[src/rtl/mem_arbiter_if.sv]
// Bundle of the IFU, LSU and memory-side handshake signals around mem_arbiter.
// slave is the arbiter's view; master is the requesters-plus-memory view.
interface mem_arbiter_if #(
    parameter int ADDR_W = 32,
    parameter int DATA_W = 32
);
    localparam int MASK_W = DATA_W / 8;

    logic              ifu_req_valid;
    logic              ifu_req_ready;
    logic [ADDR_W-1:0] ifu_addr;
    logic              ifu_resp_valid;
    logic [DATA_W-1:0] ifu_rdata;

    logic              lsu_req_valid;
    logic              lsu_req_ready;
    logic [ADDR_W-1:0] lsu_addr;
    logic              lsu_wen;
    logic [DATA_W-1:0] lsu_wdata;
    logic [MASK_W-1:0] lsu_wmask;
    logic              lsu_resp_valid;
    logic [DATA_W-1:0] lsu_rdata;

    logic              mem_req_valid;
    logic              mem_req_ready;
    logic [ADDR_W-1:0] mem_addr;
    logic              mem_wen;
    logic [DATA_W-1:0] mem_wdata;
    logic [MASK_W-1:0] mem_wmask;
    logic              mem_resp_valid;
    logic [DATA_W-1:0] mem_rdata;

    modport slave (
        input  ifu_req_valid, ifu_addr,
        output ifu_req_ready, ifu_resp_valid, ifu_rdata,
        input  lsu_req_valid, lsu_addr, lsu_wen, lsu_wdata, lsu_wmask,
        output lsu_req_ready, lsu_resp_valid, lsu_rdata,
        output mem_req_valid, mem_addr, mem_wen, mem_wdata, mem_wmask,
        input  mem_req_ready, mem_resp_valid, mem_rdata
    );

    modport master (
        output ifu_req_valid, ifu_addr,
        input  ifu_req_ready, ifu_resp_valid, ifu_rdata,
        output lsu_req_valid, lsu_addr, lsu_wen, lsu_wdata, lsu_wmask,
        input  lsu_req_ready, lsu_resp_valid, lsu_rdata,
        input  mem_req_valid, mem_addr, mem_wen, mem_wdata, mem_wmask,
        output mem_req_ready, mem_resp_valid, mem_rdata
    );
endinterface

[src/rtl/mem_arbiter.sv]
// Two-requester (IFU read-only, LSU read/write) arbiter for one memory port,
// one outstanding transaction, LSU priority with an IFU anti-starvation streak limit.
module mem_arbiter #(
    parameter int ADDR_W         = 32,
    parameter int DATA_W         = 32,
    parameter int MAX_LSU_STREAK = 4
) (
    input  logic         clk,
    input  logic         rst,
    mem_arbiter_if.slave bus
);
    localparam int MASK_W   = DATA_W / 8;
    localparam int STREAK_W = 4;

    typedef enum logic [1:0] {IDLE, REQ, RESP, DONE} state_t;

    state_t              state;
    logic                owner_lsu;
    logic [STREAK_W-1:0] streak;

    logic              mem_req_valid_r;
    logic [ADDR_W-1:0] mem_addr_r;
    logic              mem_wen_r;
    logic [DATA_W-1:0] mem_wdata_r;
    logic [MASK_W-1:0] mem_wmask_r;
    logic              ifu_resp_valid_r;
    logic              lsu_resp_valid_r;
    logic [DATA_W-1:0] ifu_rdata_r;
    logic [DATA_W-1:0] lsu_rdata_r;

    logic at_max;
    logic lsu_win;
    logic ifu_win;

    // LSU has priority until it has won MAX_LSU_STREAK times in a row over a waiting IFU.
    always_comb begin
        at_max  = (streak == STREAK_W'(MAX_LSU_STREAK));
        lsu_win = bus.lsu_req_valid && !(bus.ifu_req_valid && at_max);
        ifu_win = bus.ifu_req_valid && !lsu_win;
    end

    assign bus.ifu_req_ready  = !rst && (state == IDLE) && ifu_win;
    assign bus.lsu_req_ready  = !rst && (state == IDLE) && lsu_win;
    assign bus.mem_req_valid  = mem_req_valid_r;
    assign bus.mem_addr       = mem_addr_r;
    assign bus.mem_wen        = mem_wen_r;
    assign bus.mem_wdata      = mem_wdata_r;
    assign bus.mem_wmask      = mem_wmask_r;
    assign bus.ifu_resp_valid = ifu_resp_valid_r;
    assign bus.lsu_resp_valid = lsu_resp_valid_r;
    assign bus.ifu_rdata      = ifu_rdata_r;
    assign bus.lsu_rdata      = lsu_rdata_r;

    always_ff @(posedge clk) begin
        if (rst) begin
            state            <= IDLE;
            owner_lsu        <= 1'b0;
            streak           <= '0;
            mem_req_valid_r  <= 1'b0;
            mem_addr_r       <= '0;
            mem_wen_r        <= 1'b0;
            mem_wdata_r      <= '0;
            mem_wmask_r      <= '0;
            ifu_resp_valid_r <= 1'b0;
            lsu_resp_valid_r <= 1'b0;
            ifu_rdata_r      <= '0;
            lsu_rdata_r      <= '0;
        end else begin
            ifu_resp_valid_r <= 1'b0;
            lsu_resp_valid_r <= 1'b0;
            case (state)
                IDLE: begin
                    if (lsu_win) begin
                        owner_lsu       <= 1'b1;
                        mem_addr_r      <= bus.lsu_addr;
                        mem_wen_r       <= bus.lsu_wen;
                        mem_wdata_r     <= bus.lsu_wdata;
                        mem_wmask_r     <= bus.lsu_wmask;
                        mem_req_valid_r <= 1'b1;
                        state           <= REQ;
                        // Only LSU wins that make the IFU wait count toward the streak.
                        if (!bus.ifu_req_valid)
                            streak <= '0;
                        else if (streak != {STREAK_W{1'b1}} && !at_max)
                            streak <= streak + STREAK_W'(1);
                    end else if (ifu_win) begin
                        owner_lsu       <= 1'b0;
                        mem_addr_r      <= bus.ifu_addr;
                        mem_wen_r       <= 1'b0;
                        mem_wdata_r     <= '0;
                        mem_wmask_r     <= '0;
                        mem_req_valid_r <= 1'b1;
                        state           <= REQ;
                        streak          <= '0;
                    end
                end
                REQ: begin
                    if (bus.mem_req_ready) begin
                        mem_req_valid_r <= 1'b0;
                        state           <= RESP;
                    end
                end
                RESP: begin
                    if (bus.mem_resp_valid) begin
                        if (owner_lsu) begin
                            lsu_rdata_r      <= bus.mem_rdata;
                            lsu_resp_valid_r <= 1'b1;
                        end else begin
                            ifu_rdata_r      <= bus.mem_rdata;
                            ifu_resp_valid_r <= 1'b1;
                        end
                        state <= DONE;
                    end
                end
                DONE: begin
                    state <= IDLE;
                end
                default: begin
                    state <= IDLE;
                end
            endcase
        end
    end
endmodule

[src/flat_wrapper.sv]
// flat-port wrapper written by rule: the top's interface ports become plain ports
module mem_arbiter_flat 
#(
    parameter int ADDR_W         = 32,
    parameter int DATA_W         = 32,
    parameter int MAX_LSU_STREAK = 4
)
  (clk, rst, bus_ifu_req_valid, bus_ifu_addr, bus_ifu_req_ready, bus_ifu_resp_valid, bus_ifu_rdata, bus_lsu_req_valid, bus_lsu_addr, bus_lsu_wen, bus_lsu_wdata, bus_lsu_wmask, bus_lsu_req_ready, bus_lsu_resp_valid, bus_lsu_rdata, bus_mem_req_valid, bus_mem_addr, bus_mem_wen, bus_mem_wdata, bus_mem_wmask, bus_mem_req_ready, bus_mem_resp_valid, bus_mem_rdata);
  mem_arbiter_if #(.ADDR_W(ADDR_W), .DATA_W(DATA_W)) bus_i ();
  input  logic clk;
  input  logic rst;
  input wire logic [$bits(bus_i.ifu_req_valid)-1:0] bus_ifu_req_valid;
  input wire logic [$bits(bus_i.ifu_addr)-1:0] bus_ifu_addr;
  output wire logic [$bits(bus_i.ifu_req_ready)-1:0] bus_ifu_req_ready;
  output wire logic [$bits(bus_i.ifu_resp_valid)-1:0] bus_ifu_resp_valid;
  output wire logic [$bits(bus_i.ifu_rdata)-1:0] bus_ifu_rdata;
  input wire logic [$bits(bus_i.lsu_req_valid)-1:0] bus_lsu_req_valid;
  input wire logic [$bits(bus_i.lsu_addr)-1:0] bus_lsu_addr;
  input wire logic [$bits(bus_i.lsu_wen)-1:0] bus_lsu_wen;
  input wire logic [$bits(bus_i.lsu_wdata)-1:0] bus_lsu_wdata;
  input wire logic [$bits(bus_i.lsu_wmask)-1:0] bus_lsu_wmask;
  output wire logic [$bits(bus_i.lsu_req_ready)-1:0] bus_lsu_req_ready;
  output wire logic [$bits(bus_i.lsu_resp_valid)-1:0] bus_lsu_resp_valid;
  output wire logic [$bits(bus_i.lsu_rdata)-1:0] bus_lsu_rdata;
  output wire logic [$bits(bus_i.mem_req_valid)-1:0] bus_mem_req_valid;
  output wire logic [$bits(bus_i.mem_addr)-1:0] bus_mem_addr;
  output wire logic [$bits(bus_i.mem_wen)-1:0] bus_mem_wen;
  output wire logic [$bits(bus_i.mem_wdata)-1:0] bus_mem_wdata;
  output wire logic [$bits(bus_i.mem_wmask)-1:0] bus_mem_wmask;
  input wire logic [$bits(bus_i.mem_req_ready)-1:0] bus_mem_req_ready;
  input wire logic [$bits(bus_i.mem_resp_valid)-1:0] bus_mem_resp_valid;
  input wire logic [$bits(bus_i.mem_rdata)-1:0] bus_mem_rdata;
  assign bus_i.ifu_req_valid = bus_ifu_req_valid;
  assign bus_i.ifu_addr = bus_ifu_addr;
  assign bus_ifu_req_ready = bus_i.ifu_req_ready;
  assign bus_ifu_resp_valid = bus_i.ifu_resp_valid;
  assign bus_ifu_rdata = bus_i.ifu_rdata;
  assign bus_i.lsu_req_valid = bus_lsu_req_valid;
  assign bus_i.lsu_addr = bus_lsu_addr;
  assign bus_i.lsu_wen = bus_lsu_wen;
  assign bus_i.lsu_wdata = bus_lsu_wdata;
  assign bus_i.lsu_wmask = bus_lsu_wmask;
  assign bus_lsu_req_ready = bus_i.lsu_req_ready;
  assign bus_lsu_resp_valid = bus_i.lsu_resp_valid;
  assign bus_lsu_rdata = bus_i.lsu_rdata;
  assign bus_mem_req_valid = bus_i.mem_req_valid;
  assign bus_mem_addr = bus_i.mem_addr;
  assign bus_mem_wen = bus_i.mem_wen;
  assign bus_mem_wdata = bus_i.mem_wdata;
  assign bus_mem_wmask = bus_i.mem_wmask;
  assign bus_i.mem_req_ready = bus_mem_req_ready;
  assign bus_i.mem_resp_valid = bus_mem_resp_valid;
  assign bus_i.mem_rdata = bus_mem_rdata;
  mem_arbiter #(.ADDR_W(ADDR_W), .DATA_W(DATA_W), .MAX_LSU_STREAK(MAX_LSU_STREAK)) u_core (.clk(clk), .rst(rst), .bus(bus_i));
endmodule
[config.mk]
export PLATFORM = sky130hd
export DESIGN_NAME = mem_arbiter_flat
export DESIGN_NICKNAME = d
export VERILOG_FILES = /design/src/rtl/mem_arbiter_if.sv /design/src/rtl/mem_arbiter.sv /design/src/flat_wrapper.sv
export SDC_FILE = /design/constraint.sdc
export NUM_CORES = 1
export LEC_CHECK = 0
export CORE_MARGIN = 1
export CORE_UTILIZATION = 39
export CTS_CLUSTER_SIZE = 12
export DETAILED_ROUTE_END_ITERATION = 6
export PLACE_DENSITY = 0.85
export SETUP_SLACK_MARGIN = 0.15
export SLEW_MARGIN = 0
export SYNTH_ARGS = -nofsm -noshare
export SYNTH_HDL_FRONTEND = slang
export SYNTH_SLANG_ARGS = --single-unit
[constraint.sdc]
create_clock -name clk -period 1.9 [get_ports clk]
set_input_delay 0.38 -clock clk [delete_from_list [all_inputs] [get_ports clk]]
set_output_delay 0.38 -clock clk [all_outputs]
set_load 0.005 [all_outputs]
After elaboration in Yosys (flattened, before gate mapping)
Cells that the tools add are included.
- equality and inequality tests: 9
- muxes and demuxes: 23
- add/subtract/negate cells: 1
- bitwise logic cells: 3
- reduce and logical (&&, ||, !) cells: 21
- operators with widths (operator ; count):
    $mux W32 ; 4
    $mux W4 ; 5
    $reduce_and A3 Y1 ; 5
    $mux W1 ; 8
    $mux W2 ; 4
    $pmux W2 S4 ; 1
    $logic_and A1 B1 Y1 ; 7
    $add A4 B1 Y4 const B ; 1
    $eq A2 B2 Y1 const B ; 2
    $eq A4 B3 Y1 const B ; 1
    $logic_not A1 Y1 ; 4
    $ne A2 B2 Y1 const B ; 2
    $ne A4 B4 Y1 const B ; 1
    $reduce_bool A2 Y1 ; 2
    $ne A3 B1 Y1 const B ; 1
    $ne A3 B3 Y1 const B ; 1
    $not A1 Y1 ; 3
    $reduce_or A3 Y1 ; 1
    $eq A2 B1 Y1 const B ; 1
    $logic_not A2 Y1 ; 1
    $pmux W1 S2 ; 1
    $reduce_and A2 Y1 ; 1
- input bits: 139
- flip-flop bits (word level): 143
- logic and storage cells: 69
- output and inout bits: 138

Depth between registers and ports, before layout
Gate-level depths: netlist (run 1).
- depth after elaboration: 9
- gate-level depth with buffers: 9

Worst setup path after synthesis (run 1)
No wires, ideal clock.
- path kind: flip-flop to output port
- start point: register u_core.streak[0]
- end point: output bus_lsu_req_ready
- required time: 1520 ps
- stages on the path, launching flop included: 8
- slack: 185 ps
- arrival time: 1335 ps
- cells stage by stage: dfxtp_1 > inv_1 > ha_1 > nand4b_1 > and2_1 > buf_6 > and3_4 > buf_2
- word-level cells in the longest chain between the ends: 5
- RTL lines (item ; line ; RTL):
    start: declaration ; mem_arbiter.sv:19 ; logic [STREAK_W-1:0] streak;
    start signal: assignment ; mem_arbiter.sv:85 ; streak <= streak + STREAK_W'(1);
    $eq A4 B3 Y1 ; mem_arbiter.sv:37 ; at_max = (streak == STREAK_W'(MAX_LSU_STREAK));
    $logic_and A1 B1 Y1 ; mem_arbiter.sv:38 ; lsu_win = bus.lsu_req_valid && !(bus.ifu_req_valid && at_max);
    $logic_not A1 Y1 ; mem_arbiter.sv:38 ;
    $logic_and A1 B1 Y1 ; mem_arbiter.sv:38 ;
    $logic_and A1 B1 Y1 ; mem_arbiter.sv:43 ; assign bus.lsu_req_ready = !rst && (state == IDLE) && lsu_win;
    end: declaration ; flat_wrapper.sv:22 ; output wire logic [$bits(bus_i.lsu_req_ready)-1:0] bus_lsu_req_ready;
No other way between the ends.

Final worst setup path (run 1)
- start point: register u_core.streak[1]
- end point: output bus_lsu_req_ready
The elaborated chain is that of the path after synthesis.

==> impl_results.rst, run 1 <==
.. list-table::
   :header-rows: 1

   * - Metric
     - Value
   * - Largest family of logic cells by synthesized area
     - compound AO/OA/AOI/OAI gates
   * - Classification of the worst-slack hold path
     - in -> reg
   * - Met3 Use GR
     - 7.98%
   * - Count of nets left with antenna violations after detail routing
     - 0
   * - Post-synthesis cell area
     - 5190 sq um
   * - Via count
     - 5307
   * - Row Count
     - 41
   * - Distinct cell type count of the synthesized netlist
     - 33
   * - Area overhead of the layout relative to synthesis
     - 71.0%
   * - Clock tree skew after final layout
     - 0.00672 ns
   * - Starting density of the core
     - 40.6%
   * - Simple-gate share of the synthesized area
     - 17.1%
   * - Clock net sink count
     - 143
   * - Deepest clock path buffer count
     - 2
   * - Total congestion overflow
     - 0
   * - Die Width
     - 117 microns
   * - CTS buffer count
     - 17
   * - Setup slack after layout
     - -0.00581 ns
   * - First-iteration detailed-routing DRC count
     - 331
   * - Class of the most critical setup path
     - reg -> out
   * - Clock network latency to the later pin of the worst-skew pair
     - 0.42 ns
   * - NumNets Final
     - 1025
   * - Number of cells produced by synthesis
     - 609
   * - Number of instances on the worst hold path
     - 3
   * - Vias per inst
     - 4.98
   * - H-Tree Level Count
     - 4
   * - Kind of end point of the critical path
     - primary output
   * - # IOs
     - 277
   * - Total setup violations reported at the end of the flow
     - 1
   * - Data arrival, critical path
     - 1.53 ns
   * - Final Hold Viols
     - 0
   * - Worst slew margin
     - 56.6%
   * - Maximum fanout count along the critical path
     - 2
   * - Cell at the root of the clock tree
     - sky130_fd_sc_hd__clkbuf_16
   * - List of most frequent post-synthesis cells
     - 201 x sky130_fd_sc_hd__nand2_1, 143 x sky130_fd_sc_hd__dfxtp_1, 68 x sky130_fd_sc_hd__a21oi_1
   * - Initial antenna violation count
     - 0
   * - Average routed wire per standard cell
     - 15.2 microns
   * - Post-route non-filler standard cell count
     - 1065
   * - Average cell area after synthesis
     - 8.52 sq um
   * - Compound-cell area share of the yosys netlist
     - 21.4%
   * - Wire length of the first global-routing pass
     - 26400 microns
   * - Fill count
     - 956
   * - Cell type with the highest aggregate area in the netlist
     - sky130_fd_sc_hd__dfxtp_1
   * - Maximum number of pins on one net before global-route repair
     - 63
   * - Worst setup slack after placement
     - -0.327 ns
   * - Final slew viol count
     - 0
   * - Post-synthesis share of cell area spent on full adders, half adders and majority gates
     - 1.45%
   * - Number of synthesized flops with an enable pin
     - 0
   * - Setup repair after global routing missed its margin
     - true
   * - Post-synth top flop
     - sky130_fd_sc_hd__dfxtp_1
   * - Number of antenna repair diodes
     - 0
   * - Portion of synthesized cell area occupied by the leading cell type
     - 55.2%
   * - Combined area of the multi-input logic cells
     - 2120 sq um
   * - Violated checks
     - negative setup slack
   * - Aggregate routed wire length
     - 16200 microns
   * - Fraction of met2 tracks used by global routing
     - 39.8%
   * - Final Wtd Congestion
     - 0.798
   * - Overall Global Routing Usage
     - 24.1%
   * - Core area
     - 12800 sq um
   * - Result of the run
     - finished with violations
   * - I/O Buffers
     - 276
   * - Ranking of synthesized cells by area
     - sky130_fd_sc_hd__dfxtp_1 55%, sky130_fd_sc_hd__nand2_1 15%, sky130_fd_sc_hd__a21oi_1 6.6%, sky130_fd_sc_hd__a22o_1 6.2%, sky130_fd_sc_hd__a31oi_1 3.9%
   * - Storage element area
     - 2870 sq um
   * - Total of warnings raised by yosys
     - 0
   * - Maximum achievable frequency
     - 525 MHz
   * - Vias in the first global route
     - 5089
   * - Die Ht
     - 117 microns
   * - Hold buffer count at cts
     - 0
   * - Share of post-route cells with drive strength above 1
     - 8.29%
   * - First drt pass iteration count
     - 7
   * - Reg2reg path depth
     - 7
   * - Met1 global-route usage
     - 27.9%
   * - TritonCTS clock tree
     - done
   * - Detailed placement HPWL
     - 10900 microns
   * - Kind of start point of the critical path
     - flip-flop
   * - Post-synthesis mux area share
     - 0.193%
   * - Worst-case vdd ir drop
     - 877 uV
   * - Layer carrying the most global-route usage
     - met2
   * - Cell count after placement
     - 1031
   * - DRC errors left
     - 0
   * - Register clock-pin slew on the reported worst setup and hold paths
     - 0.06 ns
   * - Share of the cycle needed by the critical path after routing
     - 100%
   * - Synth Net Count
     - 754
   * - Overall die area
     - 13800 sq um
   * - Library cell with the highest instance count after synthesis
     - sky130_fd_sc_hd__nand2_1
   * - Min Tclk post-route
     - 1.91 ns
   * - Cell leakage power
     - 3.27 nW
   * - Ratio of total power to cell area
     - 1130 nW/um^2
   * - Synthesis-stage register bit count
     - 143
   * - Required time of the critical path
     - 1.52 ns
   * - Part of the Yosys area used for sequential elements
     - 55.2%
   * - Async SR Flop Fraction
     - 0%
   * - Post-synthesis xor/xnor area fraction
     - 0%
   * - Worst-margin pin slew
     - 0.652 ns
   * - Number of maximum-capacitance constraint violations
     - 0
[cell families after synthesis]
| kind of cell | Yosys count |
|---|---|
| compound gates | 181 |
| fa+ha+maj | 6 |
| buf+inv | 54 |
| flops | 143 |
| mux | 1 |
| simple gates | 224 |
[worst paths after layout]
path,start,slack [ns],endpoint
max,u_core.streak[1],-0.006,bus_lsu_req_ready
min,rst,0.37,u_core.streak[1]
max reg2reg,u_core.streak[1],0.25,u_core.bus.mem_wdata[20]
min reg2reg,u_core.bus.ifu_rdata[1],0.45,u_core.bus.ifu_rdata[1]
[layout make-up]
class / instances / share of cell area, %
Tap cell: 172 / 2.43
Timing Repair Buffer: 300 / 33.9
Clock inverter: 15 / 2.38
Inverter: 6 / 0.254
Clock buffer: 17 / 4.80
Sequential cell: 143 / 32.3
Multi-Input combinational cell: 412 / 23.9
[critical path, cell delays in order, from the launching register on]
cell and delay (ns):
sky130_fd_sc_hd__dfxtp_2 0.32, sky130_fd_sc_hd__inv_2 0.07, sky130_fd_sc_hd__ha_4 0.13, sky130_fd_sc_hd__nand4b_1 0.12
sky130_fd_sc_hd__and2_4 0.17, sky130_fd_sc_hd__and3_4 0.18, sky130_fd_sc_hd__buf_6 0.11
[routing by layer]
| metal | up-vias | routed length, microns |
|---|---|---|
| met2 | 217 | 8060 |
| met5 | - | 0 |
| met4 | 0 | 519 |
| li1 | 2620 | - |
| met3 | 41 | 1160 |
| met1 | 2429 | 6460 |
[report_power, final]
group          switching [mW]  internal [mW]
sequential              0.281           3.55
clock                    1.32           2.22
combinational            1.08           1.58
[per-stage QoR]
| step | setup TNS, ns | hold slack (ns) | utilization (%) | area, sq um | power [mW] |
|---|---|---|---|---|---|
| final | -0.00581 | 0.365 | 69.4 | 8870 | 10.0 |
| after global routing | -0.104 | 0.370 | 69.4 | 8870 | 10.5 |
| after CTS | -0.0281 | 0.348 | 69.3 | 8860 | 10.1 |
| after detailed placement | -5.18 | 0.446 | 64.1 | 8190 | 6.51 |
| after global placement | -4.68 | 0.441 | 64.1 | 8190 | 6.46 |
| after floorplan | 0 | 0.453 | - | 5190 | 4.85 |
[sequential cells by signal, summed over array words and instances (netlist names), 2 cells and up]
register,count
u_core.bus.ifu_rdata,32
u_core.bus.lsu_rdata,32
u_core.bus.mem_addr,32
u_core.bus.mem_wdata,32
u_core.bus.mem_wmask,4
u_core.streak,4
u_core.state,2
[placed cells by master (no fill, tap or decap), types with 2 or more instances in the layout]
master and count:
sky130_fd_sc_hd__nor2_1 7, sky130_fd_sc_hd__buf_12 6, sky130_fd_sc_hd__buf_2 2, sky130_fd_sc_hd__inv_6 2, sky130_fd_sc_hd__clkinv_4 4, sky130_fd_sc_hd__a21oi_1 68, sky130_fd_sc_hd__dfxtp_2 2, sky130_fd_sc_hd__nor2_2 2
sky130_fd_sc_hd__nand2_1 201, sky130_fd_sc_hd__inv_2 2, sky130_fd_sc_hd__a22o_1 37, sky130_fd_sc_hd__nor2b_1 2, sky130_fd_sc_hd__clkinvlp_4 3, sky130_fd_sc_hd__inv_1 4, sky130_fd_sc_hd__o21ai_0 36, sky130_fd_sc_hd__clkdlybuf4s50_1 273
sky130_fd_sc_hd__a31oi_1 32, sky130_fd_sc_hd__ha_1 4, sky130_fd_sc_hd__bufinv_16 4, sky130_fd_sc_hd__dfxtp_1 141, sky130_fd_sc_hd__buf_4 18, sky130_fd_sc_hd__nand3_1 4, sky130_fd_sc_hd__clkbuf_16 17
[what timing repair did]
action,in CTS,in global routing
pin swaps,4,0
buffers inserted,2,0
endpoints found under the setup margin,3,4
gates resized for setup,17,2
No activity file was read; power rests on OpenSTA's default activity.
==> inputs of run 2 (changes only) <==
- SETUP_SLACK_MARGIN: 0.15 -> unset
==> impl_results.rst, run 2 (synthesis results as in run 1) <==
.. list-table::
   :header-rows: 1

   * - Metric
     - Value
   * - Kind of start point of the critical path
     - flip-flop (unchanged)
   * - Average routed wire per standard cell
     - 15.2 microns (about the same)
   * - Worst-case vdd ir drop
     - 837 uV (was 877 uV)
   * - Clock net sink count
     - 143 (unchanged)
   * - First-iteration detailed-routing DRC count
     - 359 (was 331)
   * - Worst-margin pin slew
     - 0.647 ns (was 0.652 ns)
   * - Violated checks
     - negative setup slack (unchanged)
   * - Total congestion overflow
     - 0 (unchanged)
   * - Clock tree skew after final layout
     - 0.00731 ns (was 0.00672 ns)
   * - Wire length of the first global-routing pass
     - 26400 microns (about the same)
   * - Top library cells by usage in the layout, fill and taps aside
     - 273 x sky130_fd_sc_hd__clkdlybuf4s50_1, 201 x sky130_fd_sc_hd__nand2_1, 141 x sky130_fd_sc_hd__dfxtp_1 (unchanged)
   * - Min Tclk post-route
     - 1.90 ns (was 1.91 ns)
   * - Cell leakage power
     - 3.27 nW (about the same)
   * - TritonCTS clock tree
     - done (unchanged)
   * - Final slew viol count
     - 0 (unchanged)
   * - NumNets Final
     - 1025 (unchanged)
   * - Area overhead of the layout relative to synthesis
     - 70.7% (was 71.0%)
   * - Cell count after placement
     - 1031 (unchanged)
   * - # IOs
     - 277 (unchanged)
   * - Flop-to-flop setup slack
     - 0.22 ns (was 0.25 ns)
   * - Die Ht
     - 117 microns (unchanged)
   * - Deepest clock path buffer count
     - 2 (unchanged)
   * - CTS buffer count
     - 17 (unchanged)
   * - Result of the run
     - finished with violations (unchanged)
   * - Maximum achievable frequency
     - 525 MHz (about the same)
   * - Number of antenna repair diodes
     - 0 (unchanged)
   * - Starting density of the core
     - 40.6% (unchanged)
   * - Kind of end point of the critical path
     - primary output (unchanged)
   * - Core occupancy in the finished layout
     - 69.3% (was 69.4%)
   * - Register clock-pin slew on the reported worst setup and hold paths
     - 0.06 ns (about the same)
   * - Classification of the worst-slack hold path
     - in -> reg (unchanged)
   * - Share of post-route cells with drive strength above 1
     - 8.06% (was 8.29%)
   * - Row Count
     - 41 (unchanged)
   * - Count of nets left with antenna violations after detail routing
     - 0 (unchanged)
   * - Cell at the root of the clock tree
     - sky130_fd_sc_hd__clkbuf_16 (unchanged)
   * - Vias per inst
     - 5.00 (was 4.98)
   * - CP max stage delay
     - 0.32 ns (about the same)
   * - Class of the most critical setup path
     - reg -> out (unchanged)
   * - Final Wtd Congestion
     - 0.798 (unchanged)
   * - I/O Buffers
     - 276 (unchanged)
   * - Total setup violations reported at the end of the flow
     - 1 (unchanged)
   * - Initial antenna violation count
     - 0 (unchanged)
   * - Worst slew margin
     - 56.9% (was 56.6%)
   * - Die Width
     - 117 microns (unchanged)
   * - Data arrival, critical path
     - 1.52 ns (was 1.53 ns)
   * - Via count
     - 5329 (was 5307)
   * - Cell-by-cell listing of the critical path
     - inv_2, ha_4, nand4b_1, and2_4, and3_4, buf_6 (unchanged)
   * - Cell at the slowest stage of the critical path
     - sky130_fd_sc_hd__dfxtp_2 (unchanged)
   * - Maximum number of pins on one net before global-route repair
     - 63 (unchanged)
   * - Ratio of total power to cell area
     - 1130 nW/um^2 (about the same)
   * - Post-route non-filler standard cell count
     - 1065 (unchanged)
   * - H-Tree Level Count
     - 4 (unchanged)
   * - Final Hold Viols
     - 0 (unchanged)
   * - Core area
     - 12800 sq um (unchanged)
   * - Vias in the first global route
     - 5088 (was 5089)
   * - Aggregate routed wire length
     - 16200 microns (about the same)
   * - Required time of the critical path
     - 1.52 ns (about the same)
   * - Most common cell after layout, fill and taps aside
     - sky130_fd_sc_hd__clkdlybuf4s50_1 (unchanged)
   * - Setup slack after layout
     - -0.00451 ns (was -0.00581 ns)
   * - Number of maximum-capacitance constraint violations
     - 0 (unchanged)
   * - Sum of negative setup slack
     - -0.00451 ns (was -0.00581 ns)
   * - Maximum fanout count along the critical path
     - 2 (unchanged)
   * - DRC errors left
     - 0 (unchanged)
   * - Setup repair after global routing missed its margin
     - true (unchanged)
   * - Overall die area
     - 13800 sq um (unchanged)
   * - Clock network latency to the later pin of the worst-skew pair
     - 0.42 ns (about the same)
   * - Detailed placement HPWL
     - 10900 microns (unchanged)
   * - First drt pass iteration count
     - 6 (was 7)
   * - Overall Global Routing Usage
     - 24.1% (about the same)
   * - Share of the cycle needed by the critical path after routing
     - 100% (about the same)
[run 2: cell types whose count changed in the layout (fill, tap and decap cells not counted)]
cell and change:
sky130_fd_sc_hd__o41ai_2 -1, sky130_fd_sc_hd__o41ai_1 +1, sky130_fd_sc_hd__nor4b_2 -1, sky130_fd_sc_hd__nor4b_1 +1
[run 2: worst max-delay path: cells and delay by family (launching register included)]
family	cells	cell delay, ns
AND/OR/NAND/NOR	3	0.47
flip-flops	1	0.32
buffers and inverters	2	0.18
adder cells (fa/ha/maj)	1	0.13
[run 2: final cells by class]
type	instances	area (sq um)
clock buffer	17	425
clock inverter	15	211
fill	956	3920
inverter	6	22.5
multi-input combinational	412	2110
sequential	143	2870
tap	172	215
timing repair buffer	300	3010
[run 2: final timing paths]
check                       endpoint               startpoint  depth (start not counted)
max                bus_lsu_req_ready         u_core.streak[1]                          6
max reg2reg         u_core.streak[3]          u_core.state[0]                          6
min                 u_core.streak[1]                      rst                          3
min reg2reg  u_core.bus.ifu_rdata[1]  u_core.bus.ifu_rdata[1]                          2
[run 2: routing by layer]
layer  vias up  share of wire [%]  track usage, %
li1       2619                  -               -
met1      2431                 39            27.9
met2       238                 50            39.8
met3        41                7.5            7.98
met4         0                3.2            11.7
met5         -                  0               0
[run 2: what timing repair did]
item / 4_1_cts / 5_1_grt
pin swaps: 3 / 0
gates resized for setup: 16 / 1
hold buffers: 0 / 0
buffers inserted: 2 / 0
endpoints found under the setup margin: 2 / 3
cloned: 0 / 0
[run 2: where the power goes]
group,internal (mW),switching (mW)
combinational,1.58,1.08
clock,2.22,1.33
sequential,3.55,0.280
total,7.35,2.68
[run 2: through the flow]
step / power, mW / hold slack (ns) / area [sq um] / worst slack, ns
6_report: 10.0 / 0.360 / 8860 / -0.00451
5_1_grt: 10.5 / 0.363 / 8860 / -0.0774
4_1_cts: 10.1 / 0.348 / 8850 / -0.0281
3_5_place_dp: 6.51 / 0.446 / 8190 / -0.327
3_3_place_gp: 6.46 / 0.441 / 8190 / -0.329
2_1_floorplan: 4.85 / 0.453 / 5190 / 0.186
==> inputs of run 3 (changes only) <==
- TNS_END_PERCENT: unset -> 100
==> results of run 3 <==
The final DEF is identical to that of run 2; final timing and power are the same.
